$ cat src/rtl/inst_fetch_unit.sv
// rtl/inst_fetch_unit.sv - PC owner and byte-serial big-endian instruction fetch
module inst_fetch_unit #(
    parameter int          ADDR_W   = 8,
    parameter logic [31:0] RESET_PC = 32'h0000_0000
) (
    input  logic              CLK,
    input  logic              Reset,
    input  logic              FetchReq,
    input  logic              PCWre,
    input  logic [31:0]       NextPC,
    output logic [31:0]       PC,
    output logic              Busy,
    output logic              mem_rd,
    output logic [ADDR_W-1:0] mem_addr,
    input  logic [7:0]        mem_data,
    output logic [31:0]       instruction,
    output logic              IRWre
);

    typedef enum logic [1:0] {
        S_IDLE  = 2'd0,
        S_FETCH = 2'd1,
        S_DRAIN = 2'd2,
        S_DONE  = 2'd3
    } state_t;

    state_t              r_state;
    state_t              w_next_state;
    logic [1:0]          r_cnt;
    logic [ADDR_W-3:0]   r_base;
    logic [31:0]         r_pc;
    logic [31:0]         r_instr;
    logic                r_irwre;
    logic [ADDR_W-3:0]   w_fetch_word;

    // A PC load in the same cycle as a fetch request redirects that fetch.
    assign w_fetch_word = PCWre ? NextPC[ADDR_W-1:2] : r_pc[ADDR_W-1:2];

    // Next-state decode: four read cycles, one drain for the last byte, one done strobe.
    always_comb begin
        w_next_state = r_state;
        case (r_state)
            S_IDLE:  if (FetchReq) w_next_state = S_FETCH;
            S_FETCH: if (r_cnt == 2'd3) w_next_state = S_DRAIN;
            S_DRAIN: w_next_state = S_DONE;
            S_DONE:  w_next_state = S_IDLE;
            default: w_next_state = S_IDLE;
        endcase
    end

    // State register.
    always_ff @(posedge CLK) begin
        if (Reset) begin
            r_state <= S_IDLE;
        end else begin
            r_state <= w_next_state;
        end
    end

    // PC, fetch base, byte counter and instruction assembly.
    always_ff @(posedge CLK) begin
        if (Reset) begin
            r_pc    <= RESET_PC;
            r_cnt   <= 2'd0;
            r_base  <= '0;
            r_instr <= 32'h0000_0000;
            r_irwre <= 1'b0;
        end else begin
            r_irwre <= (r_state == S_DRAIN);
            case (r_state)
                S_IDLE: begin
                    if (PCWre) begin
                        r_pc <= NextPC;
                    end
                    if (FetchReq) begin
                        r_base <= w_fetch_word;
                        r_cnt  <= 2'd0;
                    end
                end
                S_FETCH: begin
                    r_cnt <= r_cnt + 2'd1;
                    // Memory data lags the address by one cycle, so byte cnt-1 lands now.
                    case (r_cnt)
                        2'd1:    r_instr[31:24] <= mem_data;
                        2'd2:    r_instr[23:16] <= mem_data;
                        2'd3:    r_instr[15:8]  <= mem_data;
                        default: ;
                    endcase
                end
                S_DRAIN: begin
                    r_instr[7:0] <= mem_data;
                end
                default: ;
            endcase
        end
    end

    assign PC          = r_pc;
    assign instruction = r_instr;
    assign IRWre       = r_irwre;
    assign Busy        = (r_state != S_IDLE);
    assign mem_rd      = (r_state == S_FETCH);
    assign mem_addr    = (r_state == S_FETCH) ? {r_base, r_cnt} : '0;

endmodule

$ cat config.mk
export PLATFORM = sky130hd
export DESIGN_NAME = inst_fetch_unit
export DESIGN_NICKNAME = d
export VERILOG_FILES = /design/src/rtl/inst_fetch_unit.sv
export SDC_FILE = /design/constraint.sdc
export NUM_CORES = 1
export LEC_CHECK = 0
export CAP_MARGIN = 25
export CELL_PAD_IN_SITES_DETAIL_PLACEMENT = 2
export CELL_PAD_IN_SITES_GLOBAL_PLACEMENT = 2
export CORE_UTILIZATION = 24
export CTS_BUF_LIST = sky130_fd_sc_hd__clkbuf_4 sky130_fd_sc_hd__clkbuf_8 sky130_fd_sc_hd__clkbuf_16
export CTS_CLUSTER_DIAMETER = 200
export DETAILED_ROUTE_END_ITERATION = 10
export PLACE_DENSITY = 0.86
export SYNTH_ARGS = -nofsm -noshare
export SYNTH_HDL_FRONTEND = slang
export SYNTH_SLANG_ARGS = --single-unit
$ cat constraint.sdc
create_clock -name CLK -period 1.62 [get_ports CLK]
set_input_delay 0.486 -clock CLK [delete_from_list [all_inputs] [get_ports CLK]]
set_output_delay 0.486 -clock CLK [all_outputs]
set_load 0.1 [all_outputs]
==> summary.txt <==
mean routed wirelength per cell: 18.0 microns
Total Power: 9.79 mW
Slew HR: 0.752
HP Start: PC[14]
proportion of layout cells with a drive suffix above 1: 0.315
DRC errors left: 0
Clock Sinks: 75
flops & latches, synth: 75
initial antenna violation count: 0
drt pass-1 iters: 4
Initial Util: 0.248
r2r worst-path depth: 8
Max Clock Freq: 0.570 GHz
worst reg2reg setup slack: 0.07 ns
Leak: 2.10 nW
GP Congestion: 0.715
Internal: 5.47 mW
Syn Std Cell Area: 3010 sq um
RSZ-0062 raised after global routing: true
Final TNS setup: -1.27 ns
R2R Path Start: r_state[1]
crit path launch type: register
grt ovf: 0
status: complete, but fails checks
Hold Vio Cnt, Final: 0
critical path fanouts, max: 8
Worst Setup End Kind: output pin
combinational share of power: 0.522
Post-synth top cells: nand2_1 (92), dfxtp_1 (75), a21oi_1 (41)
mean area per synthesized cell: 8.71 sq um
ANT nets after route: 0
failing checks: setup timing
core area: 12100 sq um
Seq pwr share: 0.254
Die Wd: 114 microns
max-cap check violation count: 0
Reg-to-Reg End: r_state[1]
Tot GR Track Use: 0.187
port bufs: 118
die footprint: 13000 sq um
Final WS setup: -0.136 ns
PwrDens: 1740 nW/um^2
Fillers: 1287
Worst-path clk slew: 0.06 ns
chip height: 114 microns
Worst VDD drop: 0.00113 V
# rows: 40
Synth top area share: 0.500
I/O Pins: 119
Fin Hold WS: 0.498 ns
dpl hpwl: 8.46 mm
pin slew with the least headroom to its limit: 0.371 ns
Period Utilization, post-route: 1.08
vias in the first global route: 3369
Hold Path Class: register to register
Nets: 520
Post-Syn Nets: 397
Synth async-reset ratio: 0
area growth from synthesis to layout: 86.8%
most frequent cell after synthesis: nand2_1
Clock Root Buffer: clkbuf_16
Synth Warn #: 0
pre-CTS WS: -0.104 ns
dominant synthesized flop cell: dfxtp_1
critical path class: register to output pin
CTS tree: yes
Final Skew: 0.00521 ns
Syn Inst Count: 345
Post-Route WL: 11.5 mm
number of DRC markers in iteration 0: 75
WP data required: 1.13 ns
Clk pwr share: 0.224
vias: 2911
Yosys top cell by area: dfxtp_1
slowest CP cell: dfxtp_2
CTS Hold Bufs: 0
Finish-stage setup viols: 10
worst hold stages: 2
number of buffers created by CTS: 9
Slew Limit Fails: 0
Distinct cells, synth: 21
pin count of the biggest net entering global routing: 51
Psw: 4.33 mW
routed vias/inst: 4.54
Clock Tree Buf Depth: 2
Final Critical Period: 1.76 ns
Clock Latency Late Sink: 0.33 ns
Net Sw Frac: 0.442
Worst Hold Endpoint: PC[14]
Post-synth EDFFs: 0
largest cells by area after synthesis: dfxtp_1 (50%), nand2_1 (11%), a21oi_1 (6.8%), mux2i_1 (5.3%), a21oi_2 (4.7%)
Max stage delay on crit path: 0.34 ns
register area share after synthesis: 0.500
n_diodes: 0
first-pass GRT wire length: 18.3 mm
cells along the critical path: inv_4, ha_4, and2_4, buf_12
CTS H-Tree Depth: 3
crit path DAT: 1.27 ns
-- cells in the final DEF (no fill, tap or decap), types with 2 or more instances in the layout --
cell             count
and2_1               2
clkinv_2             2
mux2i_1             16
inv_1                2
nand2b_1             3
nand2_2              3
ha_4                 3
and2_4               8
o31ai_1              2
nand2_1             89
buf_12              81
clkdlybuf4s50_1     42
nor2b_1              2
bufinv_16            2
a21oi_1             40
dfxtp_1             73
nand3b_1             2
ha_1                 5
buf_4               13
a21oi_2             17
nand3_1             24
nor2_1              15
clkbuf_16            9
a211oi_1             6
-- how the worst max path moves through the flow --
stage	endpoint	from	cells after the start	slack (ns)
3_3_place_gp	PC[30]	PCWre	5	0.001
4_1_cts	Busy	r_state[0]	4	-0.14
6_report	mem_addr[3]	r_state[1]	4	-0.14
2_1_floorplan	instruction[27]	r_state[1]	6	-0.07
5_1_grt	mem_addr[0]	r_state[1]	4	-0.19
3_5_place_dp	PC[18]	PCWre	5	-0.10
-- stage by stage --
step	cell area [sq um]	utilization	instances
after floorplan	3020	-	345
after global placement	5160	0.426	621
after detailed placement	5160	0.426	621
after CTS	5580	0.461	640
after global routing	5610	0.463	641
final	5610	0.463	641
-- critical path, delay by kind of cell (launching register included) --
kind,cells,cell delay (ns)
AND/OR/NAND/NOR,1,0.17
adder cells (fa/ha/maj),1,0.19
flip-flops,1,0.34
buffers and inverters,2,0.24
-- cell families (layout without fill, tap and decap cells) --
kind of cell	after synthesis	in the layout	synth area share
compound gates	66	66	0.137
flops	75	75	0.500
fa+ha+maj	8	8	0.0333
buf+inv	30	158	0.0625
mux	16	16	0.0533
simple gates	150	150	0.214
-- final cells by class --
cell class | count | area [sq um] | share of cell area
timing repair buffer | 137 | 2140 | 0.382
tap | 168 | 210 | 0.0374
inverter | 5 | 25.0 | 0.00446
sequential | 75 | 1510 | 0.268
clock inverter | 6 | 87.6 | 0.0156
clock buffer | 10 | 239 | 0.0426
multi-input combinational | 240 | 1400 | 0.249
-- state kept, by name, summed over array words and instances, names as in the netlist --
signal and flops:
PC 32, r_state 2, IRWre 1, instruction 32
r_base 6, r_cnt 2
-- repair_timing --
action | CTS | global route
setup buffers | 3 | 1
gates resized for setup | 21 | 5
pin swaps | 6 | 0
endpoints found under the setup margin | 12 | 28
gates cloned | 0 | 0
-- power by group through the flow --
stage	Combinational [mW]	Sequential (mW)	Clock [mW]
2_1_floorplan	1.56	3.88	0
3_3_place_gp	4.70	2.47	0
3_5_place_dp	4.84	2.50	0
4_1_cts	5.09	2.49	2.23
5_1_grt	5.34	2.53	2.35
6_report	5.11	2.49	2.19
-- per-layer routing --
metal,global-route usage,share of wire
met2,0.367,0.56
met1,0.203,0.40
met3,0.0250,0.029
met4,0.0693,0.014
met5,0,0
Note: power is estimated with default switching activity, not from simulation.
